==> src/rtl/handshaking_pkg.sv <==
// rtl/handshaking_pkg.sv - shared constants and helpers for the handshaking pipeline
//
// Purpose: default payload width and FIFO depth, plus the pointer-width helper
//          used by the master stage, slave stage and handshaking_fifo.
// Ports:   none (package).
package handshaking_pkg;

  localparam int DEFAULT_DATA_WIDTH = 8;
  localparam int DEFAULT_DEPTH      = 4;

  // Address bits needed to index `depth` entries; never less than one bit.
  function automatic int ptr_width(input int depth);
    return (depth <= 2) ? 1 : $clog2(depth);
  endfunction

endpackage

==> src/rtl/handshaking_fifo_mem.sv <==
// rtl/handshaking_fifo_mem.sv - register-array storage for handshaking_fifo
//
// Purpose: DEPTH x DATA_WIDTH register file, one synchronous write port and
//          one asynchronous (combinational) read port. Contents are not reset.
// Ports:
//   clk      - write clock
//   wr_en    - write strobe, sampled on the rising edge
//   wr_addr  - write address
//   wr_data  - write payload
//   rd_addr  - read address
//   rd_data  - entry at rd_addr, combinational
module handshaking_fifo_mem
  import handshaking_pkg::*;
#(
  parameter int DATA_WIDTH = DEFAULT_DATA_WIDTH,
  parameter int DEPTH      = DEFAULT_DEPTH,
  parameter int ADDR_W     = ptr_width(DEPTH)
) (
  input  logic                  clk,
  input  logic                  wr_en,
  input  logic [ADDR_W-1:0]     wr_addr,
  input  logic [DATA_WIDTH-1:0] wr_data,
  input  logic [ADDR_W-1:0]     rd_addr,
  output logic [DATA_WIDTH-1:0] rd_data
);

  logic [DATA_WIDTH-1:0] mem_q [DEPTH];

  always_ff @(posedge clk) begin
    if (wr_en) begin
      mem_q[wr_addr] <= wr_data;
    end
  end

  assign rd_data = mem_q[rd_addr];

endmodule

==> src/rtl/handshaking_fifo.sv <==
// rtl/handshaking_fifo.sv - valid/ready FIFO between handshaking master and slave stages
//
// Purpose: first-word fall-through FIFO with one cycle of push-to-visible
//          latency. Optional occupancy output when HANDSHAKING_FIFO_COUNT_EN
//          is defined.
// Ports:
//   clk         - clock, all state changes on the rising edge
//   rst         - asynchronous active-low reset
//   s_data_in   - upstream payload
//   s_valid_in  - upstream offers a word
//   s_ready_out - FIFO can accept a word (occupancy < DEPTH)
//   m_data_out  - head-of-queue payload (0 when empty)
//   m_valid_out - m_data_out holds a valid word (occupancy > 0)
//   m_ready_in  - downstream accepts the head word
//   count_out   - registered occupancy (only with HANDSHAKING_FIFO_COUNT_EN)
module handshaking_fifo
  import handshaking_pkg::*;
#(
  parameter int DATA_WIDTH = DEFAULT_DATA_WIDTH,
  parameter int DEPTH      = DEFAULT_DEPTH
) (
  input  logic                  clk,
  input  logic                  rst,
  input  logic [DATA_WIDTH-1:0] s_data_in,
  input  logic                  s_valid_in,
  output logic                  s_ready_out,
  output logic [DATA_WIDTH-1:0] m_data_out,
  output logic                  m_valid_out,
  input  logic                  m_ready_in
`ifdef HANDSHAKING_FIFO_COUNT_EN
  ,
  output logic [ptr_width(DEPTH):0] count_out
`endif
);

  localparam int PTR_W = ptr_width(DEPTH);
  localparam logic [PTR_W-1:0] LAST_PTR   = PTR_W'(DEPTH - 1);
  localparam logic [PTR_W:0]   FULL_COUNT = (PTR_W + 1)'(DEPTH);

  logic [PTR_W-1:0]      wr_ptr_q, wr_ptr_d;
  logic [PTR_W-1:0]      rd_ptr_q, rd_ptr_d;
  logic [PTR_W:0]        count_q, count_d;
  logic                  push, pop;
  logic [DATA_WIDTH-1:0] rd_data;

  // Flags derive only from the registered count, so there is no
  // combinational path from s_valid_in to m_valid_out or vice versa.
  assign s_ready_out = (count_q != FULL_COUNT);
  assign m_valid_out = (count_q != '0);
  assign push        = s_valid_in & s_ready_out;
  assign pop         = m_valid_out & m_ready_in;

  // Forcing zero when empty gives the required reset value and keeps the
  // empty-state output stable regardless of stale storage.
  assign m_data_out  = m_valid_out ? rd_data : '0;

`ifdef HANDSHAKING_FIFO_COUNT_EN
  assign count_out = count_q;
`endif

  always_comb begin
    wr_ptr_d = wr_ptr_q;
    rd_ptr_d = rd_ptr_q;
    count_d  = count_q;
    if (push) begin
      wr_ptr_d = (wr_ptr_q == LAST_PTR) ? '0 : wr_ptr_q + 1'b1;
    end
    if (pop) begin
      rd_ptr_d = (rd_ptr_q == LAST_PTR) ? '0 : rd_ptr_q + 1'b1;
    end
    // push && pop leaves the count unchanged.
    if (push && !pop) begin
      count_d = count_q + 1'b1;
    end else if (pop && !push) begin
      count_d = count_q - 1'b1;
    end
  end

  always_ff @(posedge clk or negedge rst) begin
    if (!rst) begin
      wr_ptr_q <= '0;
      rd_ptr_q <= '0;
      count_q  <= '0;
    end else begin
      wr_ptr_q <= wr_ptr_d;
      rd_ptr_q <= rd_ptr_d;
      count_q  <= count_d;
    end
  end

  handshaking_fifo_mem #(
    .DATA_WIDTH (DATA_WIDTH),
    .DEPTH      (DEPTH),
    .ADDR_W     (PTR_W)
  ) u_mem (
    .clk     (clk),
    .wr_en   (push),
    .wr_addr (wr_ptr_q),
    .wr_data (s_data_in),
    .rd_addr (rd_ptr_q),
    .rd_data (rd_data)
  );

endmodule
==> config.mk <==
export PLATFORM = sky130hd
export DESIGN_NAME = handshaking_fifo
export DESIGN_NICKNAME = d
export VERILOG_FILES = /design/src/rtl/handshaking_pkg.sv /design/src/rtl/handshaking_fifo_mem.sv /design/src/rtl/handshaking_fifo.sv
export SDC_FILE = /design/constraint.sdc
export NUM_CORES = 1
export LEC_CHECK = 0
export CORE_AREA = 2 2 57 73
export DETAILED_ROUTE_END_ITERATION = 10
export DIE_AREA = 0 0 59 75
export GPL_TIMING_DRIVEN = 0
export PLACE_DENSITY = 0.72
export SYNTH_ARGS = -nofsm -noshare
export SYNTH_HDL_FRONTEND = slang
export SYNTH_HIERARCHICAL = 1
export SYNTH_SLANG_ARGS = --single-unit
==> constraint.sdc <==
create_clock -name clk -period 2.7 [get_ports clk]
set_clock_uncertainty 0.2 [all_clocks]
set_input_delay 0.405 -clock clk [delete_from_list [all_inputs] [get_ports clk]]
set_output_delay 0.405 -clock clk [all_outputs]
set_load 0.1 [all_outputs]
==> run_results.csv, run 1 <==
group,metric,value,unit
place,place_congestion,0.665,
route,drt_pass1_iterations,6,
logic_synthesis,synth_top_family_by_area,"multiplexers",
worst_setup_path,start_kind,"flop",
worst_setup_path,cpPeakStageDelay,0.49,ns
global_routing,grt_max_degree,12,
floorplanning,row_count,25,
floorplanning,io_pins,22,
logic_synthesis,synth_warnings,6,
global_routing,overflow,0,
worst_setup_path,crit_slowest_cell,"mux4_2",
logic_synthesis,synth-simple-area-share,8.13,%
logic_synthesis,syn_nets,99,
floorplanning,die-area,4430,um2
floorplanning,die_h,75,um
worst_setup_path,cp_num_buf_inv,2,
layout,fill_cells,333,
logic_synthesis,syn_area,1630,um2
route,final_antenna_net_count,0,
layout,fin_cells,152,
sta,timing_hold_violations_final,0,
route,wl_per_cell,16.8,um
sta,finalMaxSlewViolations,0,
flow_run,drv_cap,0,
worst_setup_path,crit_fanout,8,
place,hpwlAfterDp,1720,um
logic_synthesis,synth.avg_cell_area,19.7,um2
logic_synthesis,synth_seq_cells,39,
logic_synthesis,ys_top_cells_by_area,"edfxtp_1 (59%), mux4_2 (11%), dfrtp_1 (11%), and2_2 (3.7%), ha_1 (2.3%)",
clock_network,cts_tree,"done",
global_routing,grt_pass1_wl,4140,um
layout,num-nets-final,127,
route,drt_wl_total,2560,um
route,drcViolationCount,0,
logic_synthesis,yosysSeqAreaShare,69.6,%
sta,fin_crit_sh,96.7,%
worst_setup_path,path_cells,"buf_6 > mux4_2 > and2_2 > clkdlybuf4s15_2",
route,vias,799,
min_path,hold_path_class,"primary input to async pin",
sta,fin_crit,2.61,ns
logic_synthesis,synthDistinctLibCells,21,
clock_network,cts_made_buffers,5,
place,dp_cells,144,
clock_network,clockBufferDepth,2,
layout,area_growth,19.2,%
logic_synthesis,yosys.area.top_type,"edfxtp_1",
route,avgViaCountPerCell,5.26,
place,port_buffers,21,
sta,maxSlewHeadroom,36.5,%
clock_network,root_buffer,"clkbuf_8",
clock_network,h-tree-depth,2,
layout,n_antenna_cell,0,
worst_setup_path,critical_path_class,"flop to primary output",
sta,fmax,383,MHz
floorplanning,core,3690,um2
clock_network,clkTransAtPathRegs,0.07,ns
clock_network,insertion_delay,0.29,ns
worst_setup_path,crit_arrival,2.01,ns
global_routing,first_global_vias,887,
global_routing,grt_usage,13.8,%
logic_synthesis,synth_compound_area_share,0,%
worst_setup_path,critPathTopFamily,"buffers and inverters",
logic_synthesis,syn_inst,83,
sta,worstMarginPinSlew,0.956,ns
worst_setup_path,cp-end-kind,"primary output",
logic_synthesis,synth_top_area_share,58.9,%
worst_setup_path,r2r_setup_slack,0.32,ns
sta,finalSetupViolCount,0,
logic_synthesis,synthMuxAreaShare,15.0,%
route,first_iter_violations,32,
clock_network,cts.sinks,39,
global_routing,grt_antenna_before_repair,0,
sta,rsz0062_at_grt,"false",
layout,drive_gt1_share,36.6,%
logic_synthesis,synthXorXnorAreaFrac,1.61,%
logic_synthesis,yosys.area_share.adder,3.53,%
worst_setup_path,cp.required,2.10,ns
status,status,"completed",
floorplanning,dieWidth,59,um
floorplanning,start_util,44.2,%
[worst reg2reg max path: stages (launching register included)]
cell and delay (ns):
dfrtp_1 0.44, or3_1 0.40, buf_6 0.15, nand2_4 0.08, ha_1 0.18, inv_1 0.06
fa_1 0.37, xor2_1 0.15, nor2_1 0.11, xor2_1 0.15
[synthesized netlist by cell type]
| cell | count |
|---|---|
| fa_1 | 1 |
| ha_1 | 3 |
| or3_1 | 1 |
| xnor2_1 | 1 |
| mux4_2 | 8 |
| and3_1 | 1 |
| or3b_1 | 1 |
| and3b_1 | 2 |
| and2_2 | 8 |
| mux2_2 | 3 |
| clkbuf_2 | 1 |
| nor2_1 | 3 |
| nor3b_1 | 1 |
| xor2_1 | 2 |
| dfrtp_1 | 7 |
| nand2_1 | 1 |
| inv_1 | 2 |
| buf_6 | 2 |
| edfxtp_1 | 32 |
| mux2_4 | 2 |
| nand2_4 | 1 |
[area by class of cell]
| cell class | instances | area, um2 | share of cell area [%] |
|---|---|---|---|
| multi-input cells | 39 | 468 | 24.1 |
| flip-flops and latches | 39 | 1140 | 58.4 |
| plain buffers | 3 | 27.5 | 1.42 |
| well taps | 40 | 50.0 | 2.57 |
| clock buffers | 7 | 76.3 | 3.93 |
| clock inverters | 1 | 5.00 | 0.257 |
| inverters | 2 | 7.51 | 0.386 |
| repair buffers | 21 | 174 | 8.94 |
[registers in the layout, indices dropped and copies added (netlist names)]
name	count
count_q	3
u_mem/mem_q	32
rd_ptr_q	2
wr_ptr_q	2
[cell usage in the layout, fill, tap and decap left out, drive strengths merged]
cell,count
nor3b,1
dfrtp,7
xnor2,1
mux4,8
xor2,2
and2,8
inv,2
nand2,2
nor2,3
or3b,1
and3b,2
ha,3
clkinv,1
clkdlybuf4s50,11
edfxtp,32
and3,1
fa,1
mux2,5
dlygate4sd2,2
or3,1
clkdlybuf4s15,1
buf,8
clkbuf,9
[cells by family (layout without fill, tap and decap cells)]
group / after synthesis / in the layout
xor gates and xnor gates: 3 / 3
muxes: 13 / 13
and+or+nand+nor: 19 / 19
buffers and inverters: 5 / 34
DFF: 39 / 39
adders and majority gates: 4 / 4
[metal layers]
metal / vias up / wire (um) / track usage (%)
li1: 372 / - / -
met1: 399 / 1010 / 14.3
met2: 25 / 1370 / 24.0
met3: 3 / 136 / 6.19
met4: 0 / 49 / 6.06
met5: - / 0 / 0
[repair_timing]
item	in CTS	in global routing
hold buffers	0	0
resized for setup	24	14
endpoints found under the hold margin	0	0
endpoints found under the setup margin	10	7
buffers inserted	0	0
[path summary, 6_finish.rpt]
kind,from,endpoint,depth (start not counted)
setup / recovery,rd_ptr_q[0],m_data_out[4],4
hold reg to reg,count_q[2],count_q[2],1
min in group clk,count_q[2],count_q[2],1
hold / removal,rst,count_q[0],1
setup reg to reg,count_q[0],count_q[2],9
max in group asynchronous,rst,wr_ptr_q[1],1
[per-stage QoR]
stage | cell area [um2] | setup slack, ns | TNS [ns] | utilization, % | hold WS, ns
2_1_floorplan | 1630 | 0.231 | 0 | - | -0.0906
3_3_place_gp | 1890 | -0.131 | -1.90 | 51.3 | 0.267
3_5_place_dp | 1890 | -0.160 | -2.30 | 51.3 | 0.276
4_1_cts | 1980 | -0.115 | -0.115 | 53.7 | 0.170
5_1_grt | 1940 | 0.00167 | 0 | 52.7 | 0.161
6_report | 1940 | 0.0880 | 0 | 52.7 | 0.166
Power of run 1 is left out: the tool's default activity adds up to more than one toggle a clock period on the data nets, which glitch-free logic cannot reach.
==> run 2, diff against run 1 <==
--- a/config.mk
+++ b/config.mk
@@ -9,6 +9,7 @@
 export DETAILED_ROUTE_END_ITERATION = 10
 export DIE_AREA = 0 0 59 75
 export GPL_TIMING_DRIVEN = 0
+export MAX_ROUTING_LAYER = met4
 export PLACE_DENSITY = 0.72
 export SYNTH_ARGS = -nofsm -noshare
 export SYNTH_HDL_FRONTEND = slang
==> run 2 against run 1 <==
Net effect: global-route usage increased by 0.44 points; utilization unchanged; sequential share of layout area stayed put; setup slack better by 0.0029 ns; cell count unchanged; fmax up 0.11%; wire length is 0.12% lower; via count decreased by 1.1%; design area did not move; critical path type unchanged; largest cell class unchanged.
==> run_results.csv, run 2 (same netlist as run 1, synthesis figures left out) <==
group,metric,value,unit
clock_network,cts_tree,"done",
route,met3_length,132,um
worst_setup_path,critical_path_class,"flop to primary output",
sta,maxSlewHeadroom,36.5,%
floorplanning,row_count,25,
route,avgViaCountPerCell,5.20,
route,wl_met2,1370,um
layout,largest_reg_flops,32,
sta,setup_tns,0,ns
status,status,"completed",
route,dr.max_layer_used,"met4",
floorplanning,start_util,44.2,%
layout,drive_gt1_share,36.6,%
global_routing,grt_pass1_wl,4140,um
floorplanning,dieWidth,59,um
global_routing,grt_max_degree,12,
worst_setup_path,crit_slowest_cell,"mux4_2",
worst_setup_path,critPathTopFamily,"buffers and inverters",
floorplanning,core,3690,um2
layout,reg_top3,"u_mem/mem_q x32, count_q x3",
worst_setup_path,cpPeakStageDelay,0.49,ns
floorplanning,io_pins,22,
layout,final_cell_mix,"edfxtp_1 (32), clkdlybuf4s50_1 (11), and2_2 (8), mux4_2 (8), dfrtp_1 (7)",
sta,finalMaxSlewViolations,0,
global_routing,grt_usage,14.2,%
clock_network,cts_made_buffers,5,
global_routing,overflow,0,
route,drt_pass1_iterations,3,
worst_setup_path,start_kind,"flop",
layout,area_growth,19.2,%
global_routing,first_global_vias,887,
worst_setup_path,cp.required,2.10,ns
sta,fin_crit,2.61,ns
sta,worstMarginPinSlew,0.956,ns
sta,fin_crit_sh,96.6,%
worst_setup_path,crit_arrival,2.00,ns
layout,multi_input_area,468,um2
layout,num-nets-final,127,
worst_setup_path,cp_num_buf_inv,2,
route,final_antenna_net_count,0,
min_path,hold_path_class,"primary input to async pin",
worst_setup_path,path_cells,"buf_6 > mux4_2 > and2_2 > clkdlybuf4s15_2",
layout,fill_cells,333,
route,wl_per_cell,16.8,um
sta,rsz0062_at_grt,"false",
place,hpwlAfterDp,1720,um
route,wl_met1,1020,um
sta,finalSetupViolCount,0,
route,drt_wl_total,2550,um
global_routing,grt_antenna_before_repair,0,
clock_network,h-tree-depth,2,
layout,final_common_cell,"edfxtp_1",
clock_network,clockBufferDepth,2,
route,first_iter_violations,36,
sta,timing_hold_violations_final,0,
sta,fmax,383,MHz
floorplanning,die_h,75,um
clock_network,post-cts-setup-buffers,0,
clock_network,clkTransAtPathRegs,0.07,ns
layout,regMostFlops,"u_mem/mem_q",
layout,area.sequential,1140,um2
place,port_buffers,21,
flow_run,drv_cap,0,
worst_setup_path,cp-end-kind,"primary output",
clock_network,cts.sinks,39,
floorplanning,die-area,4430,um2
layout,n_antenna_cell,0,
worst_setup_path,crit_fanout,8,
route,vias,790,
clock_network,insertion_delay,0.29,ns
clock_network,root_buffer,"clkbuf_8",
route,drcViolationCount,0,
place,place_congestion,0.671,
[run 2: cell counts in the layout (fill, tap and decap cells not counted)]
Identical to the previous run, type by type.
[run 2: path summary, 6_finish.rpt]
kind                             start       endpoint  slack, ns  cells past startpoint
min in group clk            count_q[2]     count_q[2]       0.29                      1
hold reg to reg             count_q[2]     count_q[2]       0.29                      1
setup / recovery           rd_ptr_q[0]  m_data_out[4]       0.09                      4
setup reg to reg            count_q[0]     count_q[2]       0.32                      9
max in group asynchronous          rst    wr_ptr_q[1]       1.89                      1
hold / removal                     rst     count_q[0]       0.17                      1
[run 2: cell type report]
type | instances | share of cell area, %
flip-flops and latches | 39 | 58.4
inverters | 2 | 0.386
multi-input cells | 39 | 24.1
plain buffers | 3 | 1.42
clock buffers | 7 | 3.93
clock inverters | 1 | 0.257
repair buffers | 21 | 8.94
well taps | 40 | 2.57
[run 2: metal layers]
layer	track usage, %	vias to the layer above
li1	-	372
met1	14.3	392
met2	24.0	23
met3	6.19	3
met4	6.06	0
met5	-	-
[run 2: stage by stage]
stage | instance area, um2 | util [%] | hold slack, ns | instances | setup WS [ns]
3_3_place_gp | 1890 | 51.3 | 0.267 | 144 | -0.131
2_1_floorplan | 1630 | - | -0.0906 | 83 | 0.231
6_report | 1940 | 52.7 | 0.169 | 152 | 0.0909
5_1_grt | 1940 | 52.7 | 0.161 | 152 | 0.00167
3_5_place_dp | 1890 | 51.3 | 0.276 | 144 | -0.160
4_1_cts | 1980 | 53.7 | 0.170 | 152 | -0.115
[run 2: repair_timing]
| item | CTS | global route |
|---|---|---|
| setup endpoints to repair | 10 | 7 |
| resized for setup | 24 | 14 |
| hold buffers | 0 | 0 |
[run 2: worst register-to-register path, stage by stage, from the launching register on]
cell and delay [ns]:
dfrtp_1 0.44, or3_1 0.40, buf_6 0.15, nand2_4 0.08
ha_1 0.18, inv_1 0.06, fa_1 0.37, xor2_1 0.15
nor2_1 0.11, xor2_1 0.15
Power of run 2 is left out for the same reason.
